## config.mk

```make
export PLATFORM = sky130hd
export DESIGN_NAME = video_timing_ctrl
export DESIGN_NICKNAME = d
export VERILOG_FILES = /design/src/rtl/video_timing_pkg.sv /design/src/rtl/video_timing_ctrl_axis_timing.sv /design/src/rtl/video_timing_ctrl.sv
export SDC_FILE = /design/constraint.sdc
export NUM_CORES = 1
export LEC_CHECK = 0
export CORE_ASPECT_RATIO = 0.8
export CORE_MARGIN = 10
export CORE_UTILIZATION = 56
export DETAILED_ROUTE_END_ITERATION = 7
export PLACE_DENSITY = 0.8
export REMOVE_ABC_BUFFERS = 1
export SLEW_MARGIN = 25
export SYNTH_ARGS = -nofsm -noshare
export SYNTH_HDL_FRONTEND = slang
export SYNTH_HIERARCHICAL = 1
export SYNTH_SLANG_ARGS = --single-unit
```

## constraint.sdc

```tcl
create_clock -name pixelclk -period 2.2 [get_ports pixelclk]
set_input_delay 0.55 -clock pixelclk [delete_from_list [all_inputs] [get_ports pixelclk]]
set_output_delay 0.55 -clock pixelclk [all_outputs]
set_load 0.03 [all_outputs]
```

## src/rtl/video_timing_pkg.sv

```systemverilog
// Shared types and default 640x480@60 timing constants for the video raster sequencer.
package video_timing_pkg;

  localparam int unsigned COUNT_W = 11;

  localparam int unsigned DEF_H_ACTIVE = 640;
  localparam int unsigned DEF_H_FP     = 16;
  localparam int unsigned DEF_H_SYNC   = 96;
  localparam int unsigned DEF_H_BP     = 48;
  localparam int unsigned DEF_V_ACTIVE = 480;
  localparam int unsigned DEF_V_FP     = 10;
  localparam int unsigned DEF_V_SYNC   = 2;
  localparam int unsigned DEF_V_BP     = 33;
  localparam logic        DEF_SYNC_POL = 1'b0;

  // Region of one raster axis, in the order the counter walks through them.
  typedef enum logic [1:0] {
    REG_ACTIVE = 2'd0,
    REG_FRONT  = 2'd1,
    REG_SYNC   = 2'd2,
    REG_BACK   = 2'd3
  } region_e;

endpackage

```

## src/rtl/video_timing_ctrl_axis_timing.sv

```systemverilog
// One raster axis: position counter plus region FSM. Used once for the
// horizontal axis (stepped every enabled pixel) and once for the vertical
// axis (stepped by the horizontal wrap).
module axis_timing
  import video_timing_pkg::*;
#(
  parameter int unsigned ACTIVE = DEF_H_ACTIVE,
  parameter int unsigned FP     = DEF_H_FP,
  parameter int unsigned SYNC   = DEF_H_SYNC,
  parameter int unsigned BP     = DEF_H_BP
) (
  input  logic               pixelclk,
  input  logic               rst,
  input  logic               step,
  output logic [COUNT_W-1:0] cnt,
  output region_e            region,
  output logic               wrap
);

  localparam int unsigned TOTAL = ACTIVE + FP + SYNC + BP;

  if (ACTIVE == 0 || FP == 0 || SYNC == 0 || BP == 0 || TOTAL > 2047) begin : g_param_check
    $error("axis_timing: region lengths must be non-zero and total must fit in 11 bits");
  end

  // Last count of each region; the region FSM leaves a region on its last count.
  localparam logic [COUNT_W-1:0] ACTIVE_END = COUNT_W'(ACTIVE - 1);
  localparam logic [COUNT_W-1:0] FRONT_END  = COUNT_W'(ACTIVE + FP - 1);
  localparam logic [COUNT_W-1:0] SYNC_END   = COUNT_W'(ACTIVE + FP + SYNC - 1);
  localparam logic [COUNT_W-1:0] LAST       = COUNT_W'(TOTAL - 1);

  logic [COUNT_W-1:0] cnt_q, cnt_d;
  region_e            region_q, region_d;

  // Counter and region state register.
  always_ff @(posedge pixelclk) begin
    if (rst) begin
      cnt_q    <= '0;
      region_q <= REG_ACTIVE;
    end else begin
      cnt_q    <= cnt_d;
      region_q <= region_d;
    end
  end

  // Next count and region; the position within the axis doubles as the region cycle counter.
  always_comb begin
    cnt_d    = cnt_q;
    region_d = region_q;
    wrap     = 1'b0;
    if (step) begin
      if (cnt_q == LAST) begin
        cnt_d = '0;
        wrap  = 1'b1;
      end else begin
        cnt_d = cnt_q + COUNT_W'(1);
      end
      unique case (region_q)
        REG_ACTIVE: if (cnt_q == ACTIVE_END) region_d = REG_FRONT;
        REG_FRONT:  if (cnt_q == FRONT_END)  region_d = REG_SYNC;
        REG_SYNC:   if (cnt_q == SYNC_END)   region_d = REG_BACK;
        REG_BACK:   if (cnt_q == LAST)       region_d = REG_ACTIVE;
        default:                             region_d = REG_ACTIVE;
      endcase
    end
  end

  assign cnt    = cnt_q;
  assign region = region_q;

endmodule

```

## src/rtl/video_timing_ctrl.sv

```systemverilog
// Raster sequencer for the TMDS colour channels: blanking, hsync (c0),
// vsync (c1), active-area coordinates and line/frame strobes. All outputs
// are registered and reflect the counter state of the previous cycle.
module video_timing_ctrl
  import video_timing_pkg::*;
#(
  parameter int unsigned H_ACTIVE = DEF_H_ACTIVE,
  parameter int unsigned H_FP     = DEF_H_FP,
  parameter int unsigned H_SYNC   = DEF_H_SYNC,
  parameter int unsigned H_BP     = DEF_H_BP,
  parameter int unsigned V_ACTIVE = DEF_V_ACTIVE,
  parameter int unsigned V_FP     = DEF_V_FP,
  parameter int unsigned V_SYNC   = DEF_V_SYNC,
  parameter int unsigned V_BP     = DEF_V_BP,
  parameter logic        SYNC_POL = DEF_SYNC_POL
) (
  input  logic               pixelclk,
  input  logic               rst,
  input  logic               en,
  output logic               blanking,
  output logic               c0,
  output logic               c1,
  output logic [COUNT_W-1:0] x,
  output logic [COUNT_W-1:0] y,
  output logic               line_start,
  output logic               frame_start
);

  logic [COUNT_W-1:0] h_cnt, v_cnt;
  region_e            h_region, v_region;
  logic               h_wrap;
  logic               v_wrap_unused;

  axis_timing #(.ACTIVE(H_ACTIVE), .FP(H_FP), .SYNC(H_SYNC), .BP(H_BP)) u_h_axis (
    .pixelclk (pixelclk),
    .rst      (rst),
    .step     (en),
    .cnt      (h_cnt),
    .region   (h_region),
    .wrap     (h_wrap)
  );

  // The vertical axis advances once per line, on the horizontal wrap.
  axis_timing #(.ACTIVE(V_ACTIVE), .FP(V_FP), .SYNC(V_SYNC), .BP(V_BP)) u_v_axis (
    .pixelclk (pixelclk),
    .rst      (rst),
    .step     (h_wrap),
    .cnt      (v_cnt),
    .region   (v_region),
    .wrap     (v_wrap_unused)
  );

  logic               blanking_q, blanking_d;
  logic               c0_q, c0_d;
  logic               c1_q, c1_d;
  logic [COUNT_W-1:0] x_q, x_d;
  logic [COUNT_W-1:0] y_q, y_d;
  logic               line_start_q, line_start_d;
  logic               frame_start_q, frame_start_d;

  // Decode the current counter state into the per-pixel control values.
  always_comb begin
    blanking_d    = !(h_region == REG_ACTIVE && v_region == REG_ACTIVE);
    c0_d          = (h_region == REG_SYNC) ? SYNC_POL : ~SYNC_POL;
    c1_d          = (v_region == REG_SYNC) ? SYNC_POL : ~SYNC_POL;
    x_d           = (h_region == REG_ACTIVE) ? h_cnt : '0;
    y_d           = (v_region == REG_ACTIVE) ? v_cnt : '0;
    line_start_d  = (h_cnt == '0);
    frame_start_d = (h_cnt == '0) && (v_cnt == '0);
  end

  // Output registers: load on enabled cycles; while paused, levels hold and strobes drop
  // so a pause never stretches a line/frame pulse.
  always_ff @(posedge pixelclk) begin
    if (rst) begin
      blanking_q    <= 1'b1;
      c0_q          <= ~SYNC_POL;
      c1_q          <= ~SYNC_POL;
      x_q           <= '0;
      y_q           <= '0;
      line_start_q  <= 1'b0;
      frame_start_q <= 1'b0;
    end else if (en) begin
      blanking_q    <= blanking_d;
      c0_q          <= c0_d;
      c1_q          <= c1_d;
      x_q           <= x_d;
      y_q           <= y_d;
      line_start_q  <= line_start_d;
      frame_start_q <= frame_start_d;
    end else begin
      line_start_q  <= 1'b0;
      frame_start_q <= 1'b0;
    end
  end

  assign blanking    = blanking_q;
  assign c0          = c0_q;
  assign c1          = c1_q;
  assign x           = x_q;
  assign y           = y_q;
  assign line_start  = line_start_q;
  assign frame_start = frame_start_q;

endmodule

```

* After elaboration in Yosys (flattened, before gate mapping)
Index checks and enable logic that the tools add are counted.
Operators by class: shifts and indexed selects 0, magnitude comparators 0, add/sub/neg operators 2, eq/ne operators 22, multipliers 0, bitwise gates (word level) 1, divide/modulo/power cells 0, mux-type cells 18, reductions and logical operators 10
Operator list (count):
- equality test 11 x 10 -> 1 bit (second input constant) | 5
- two-way mux 11 bit | 4
- equality test 11 x 9 -> 1 bit (second input constant) | 3
- adder 11 x 1 -> 11 bit (second input constant) | 2
- zero test 11 bit | 2
- two-way mux 2 bit | 8
- != test 2 x 1 -> 1 bit (second input constant) | 8
- one-hot mux 2 bit (4 select lines) | 2
- AND reduction 5 bit | 2
- equality test 2 bit (second input constant) | 4
- equality test 2 x 1 -> 1 bit (second input constant) | 2
- zero test 2 bit | 2
- two-way mux 1 bit | 4
- logical AND 1 bit | 2
- OR reduction 2 bit | 1
- zero test 1 bit | 1
- NOT 1 bit | 1
Storage, ports and cells: output and inout bits 27, bits in read-only memories 0, bits of input ports 3, logic and storage cells 64, bits in registers 53, RAM bits 0, memories kept 0, latch bits 0

* Logic depth before layout (Yosys ltp)
depth after elaboration 4, depth in mapped cells 9, mapped depth without buffers 8

* Modules after synthesis
The synthesis kept the hierarchy.
Modules (own cells, without submodules):
- video_timing_ctrl | cells each 123, seq. area each 540.5 um^2, instances 1, area an instance 1067.3 um^2
- axis_timing at u_v_axis | cells each 88, seq. area each 260.2 um^2, instances 1, area an instance 808.3 um^2
- axis_timing at u_h_axis | cells each 85, seq. area each 260.2 um^2, instances 1, area an instance 794.5 um^2

* Least setup slack after synthesis
No wires, ideal clock.
kind input -> register, start point input port en, end point register u_v_axis.cnt_q[10] (netlist: u_v_axis/cnt[10]), cell stages on the path 8, required time 2.085 ns, path buffers 2, slack 0.268 ns, data arrival time 1.817 ns, library setup time 0.115 ns, path through clkbuf_1 > and4_2 > buf_2 > nand2_1 > nor2_1 > and3_2 > xnor2_1 > nor2_1
Between the ends: longest elaborated chain between the ends 1
Ends and longest elaborated chain:
- start: declaration | RTL line video_timing_ctrl.sv:19 | input logic en,
- two-way mux 1 bit | RTL line video_timing_ctrl_axis_timing.sv:51 | if (step) begin
- via h_wrap | RTL line video_timing_ctrl.sv:31 | logic h_wrap;
- end signal: assignment | RTL line video_timing_ctrl_axis_timing.sv:41 | cnt_q <= cnt_d;
- end: declaration | RTL line video_timing_ctrl_axis_timing.sv:32 | logic [COUNT_W-1:0] cnt_q, cnt_d;
The timed path passes the listed nets, and every way through them passes these cells. A chain may end at the register's enable or synchronous reset.

* Worst setup path after layout
start point register u_h_axis.cnt_q[0] (netlist: u_h_axis/cnt[0]), end point register u_v_axis.cnt_q[10] (netlist: u_v_axis/cnt[10])
Between the ends: longest elaborated chain between the ends 3
Ends and longest elaborated chain:
- start: declaration | RTL line video_timing_ctrl_axis_timing.sv:32
- start signal: assignment | RTL line video_timing_ctrl_axis_timing.sv:41
- equality test 11 x 10 -> 1 bit | RTL line video_timing_ctrl_axis_timing.sv:52 | if (cnt_q == LAST) begin
- two-way mux 1 bit | RTL line video_timing_ctrl_axis_timing.sv:52
- two-way mux 1 bit | RTL line video_timing_ctrl_axis_timing.sv:51
- via h_wrap | RTL line video_timing_ctrl.sv:31
The timed path passes the listed nets, and every way through them passes these cells.

==> impl_metrics.csv <==
group,metric,value,unit
setup_path,critPathMaxFanout,6,
timing,finalCritPeriodShare,0.876,
setup_path,crit_type,"flip-flop to flip-flop",
status,outcome,"complete, no violations",
clock_tree,cts_buffers,5,
timing,fin_crit,1.93,ns
global_route,grt_max_degree,27,
setup_path,worstSetupStartpointType,"flip-flop",
floorplan,ios,30,
synth,ys.flop_type,"dfxtp_1",
flow_run,drv_cap,0,
layout,final_cell_mix,"54 x nor2_1, 51 x dfxtp_1, 29 x clkdlybuf4s50_1, 22 x nor2b_1, 14 x ha_1",
layout,drive_above_1_share,0.127,
clock_tree,clock_sinks,53,
timing,rsz0062_at_grt,"false",
global_route,overflow,0,
placed_design,dpl_cell_area,3050,µm²
setup_path,critPathMaxStageDelay,0.40,ns
routing,via_per_inst,5.57,
timing,fin_tns_setup,0,ns
timing,hold_viol_final,0,
pwr,power.leakage,1.11,nW
synth,ys.warnings.count,6,
clock_tree,clkTransAtPathRegs,0.10,ns
routing,drc,0,
synth,synthCells,296,
global_route,first_global_vias,2081,
placed_design,dp_cells,383,
placed_design,place_ws,0.0642,ns
setup_path,cp_data_required_time,2.40,ns
timing,setup_ws,0.273,ns
floorplan,dieArea,7950,µm²
timing,slew_violations,0,
synth,synthXorXnorAreaFrac,0.0656,
routing,drt-initial-drc-count,237,
timing,clock_skew,0.00834,ns
global_route,antenna_found_initial,0,
placed_design,port_buffers,29,
layout,layout.nets,347,
layout,fin_util,0.688,
floorplan,die_y,81.8,µm
setup_path,crit_top_cell,"nor2_1",
layout,diodes,0,
synth,synth-async-reset-ratio,0,
clock_tree,cts_tree,"yes",
setup_path,reg2reg_setup_slack,0.27,ns
routing,wl_per_cell,14.9,µm
routing,antenna_left,0,
pwr,p_per_area,547,nW/µm²
global_route,track_usage,0.155,
synth,synth_seq_area_share,0.397,
synth,avgSynthCellArea,9.02,µm²
global_route,grt_pass1_wl,10.3,mm
routing,dr.pass1.iters,4,
clock_tree,clk_path_buf_depth,2,
routing,wirelength,5.82,mm
timing,holdWs,0.500,ns
synth,ys_types,51,
routing,vias,2179,
pwr,total_power,1.73,mW
setup_path,slowest_stage,"dfxtp_2",
clock_tree,htree_levels,2,
floorplan,start_util,0.581,
setup_path,critPathArrivalTime,2.13,ns
synth,ys_ff_latch,53,
pwr,ir_drop,345,µV
setup_path,cp-end-kind,"flip-flop",
timing,worstMarginPinSlew,0.421,ns
worst_hold_path,hold_class,"flip-flop to flip-flop",
synth,syn_area,2670,µm²
floorplan,rows,22,
layout,fin_cells,391,
floorplan,die_w,97.2,µm
layout,layout_commonest_cell,"nor2_1",
synth,synthAdderAreaFrac,0.0656,
timing,fmax,0.519,GHz
setup_path,path_cells,"ha_1, and3b_1, and4_2, nand2_1, nor2_1, and3_2, xnor2_1, nor2_1",
layout,final_area,3160,µm²
synth,synth_enable_flop_cells,0,
clock_tree,clk_latency,0.31,ns
synth,synth_top_family_by_area,"simple AND/OR/NAND/NOR gates",
timing,setup_viol,0,
synth,synthMuxAreaShare,0.0150,
placed_design,hpwl,4.15,mm
placed_design,gp_routability_congestion,0.884,
synth,synth-simple-area-share,0.294,
timing,timing.slew.headroom,0.719,
floorplan,core_area,4600,µm²
clock_tree,clock-root-buffer,"clkbuf_8",
synth,synth_compound_area_frac,0.115,
layout,area_delta_synth_final,18.4,%
==> timing repair <==
action | in CTS | in global routing
hold buffers | 0 | 0
hold endpoints to repair | 0 | 0
endpoints found under the setup margin | 0 | 1
resized for setup | 0 | 2
buffers inserted | 0 | 0
==> flip-flops by register name, summed over array words and instances (netlist names) <==
register         count
blanking             1
u_v_axis/cnt        11
c1                   1
x                   11
c0                   1
y                   11
frame_start          1
u_h_axis/cnt        11
u_v_axis/region      2
line_start           1
u_h_axis/region      2
==> cells by family after synthesis <==
logic type	count (synthesis)
multiplexers	4
AND/OR/NAND/NOR	137
AO/OA/AOI/OAI	41
adder cells (fa/ha/maj)	14
flip-flops	53
buffers and inverters	27
XOR/XNOR	20
==> worst max-delay path, delay by kind of cell (launching register included) <==
kind / cells / cell delay, ns
and+or+nand+nor: 6 / 1.07
adders and majority gates: 1 / 0.24
xor gates and xnor gates: 1 / 0.11
DFF: 1 / 0.40
==> final timing paths <==
path / startpoint / to / depth (start not counted)
hold / removal: c0 / c0 / 2
hold reg to reg: c0 / c0 / 2
setup / recovery: u_h_axis/cnt[0] / u_v_axis/cnt[10] / 8
setup reg to reg: u_h_axis/cnt[0] / u_v_axis/cnt[10] / 8
==> cells in the mapped netlist, types with 2 or more instances <==
master | number | share of area
xnor2_1 | 12 | 0.039
nand3_1 | 5 | 0.0094
nand4_1 | 7 | 0.016
and3_1 | 3 | 0.0070
a31oi_1 | 13 | 0.030
nor4_1 | 4 | 0.0094
clkbuf_1 | 3 | 0.0042
nor2_1 | 54 | 0.076
nor2b_1 | 22 | 0.052
buf_6 | 2 | 0.0084
nor3b_1 | 2 | 0.0056
nor3_1 | 6 | 0.011
ha_1 | 14 | 0.066
mux2i_1 | 4 | 0.015
inv_1 | 13 | 0.018
nand2_1 | 8 | 0.011
or2_2 | 3 | 0.0070
buf_2 | 9 | 0.017
nand2b_1 | 5 | 0.012
o22ai_1 | 2 | 0.0047
a41o_2 | 2 | 0.0084
a21oi_1 | 12 | 0.022
dfxtp_1 | 53 | 0.40
and4_1 | 2 | 0.0066
nor4_2 | 2 | 0.0094
o21ai_0 | 2 | 0.0037
xor2_1 | 8 | 0.026
==> power by group <==
group,switching (mW),total [mW],internal [mW]
Sequential,0.00949,0.979,0.969
Clock,0.318,0.659,0.342
Combinational,0.0571,0.0922,0.0352
Total,0.384,1.73,1.35
==> cell type report <==
| type | count | area (µm²) |
|---|---|---|
| Sequential cell | 53 | 1060 |
| Clock inverter | 2 | 38.8 |
| Clock buffer | 6 | 72.6 |
| Multi-Input combinational cell | 216 | 1480 |
| Fill cell | 370 | 1440 |
| Tap cell | 60 | 75.1 |
| Timing Repair Buffer | 41 | 380 |
| Inverter | 13 | 48.8 |
==> layer usage <==
layer | part of all wire | up-vias | track usage
met4 | 0.017 | 0 | 0.0794
met1 | 0.48 | 1006 | 0.208
met2 | 0.42 | 69 | 0.221
met5 | 0 | - | 0
li1 | - | 1097 | -
met3 | 0.083 | 7 | 0.0445
(Power assumes the default switching activity.)
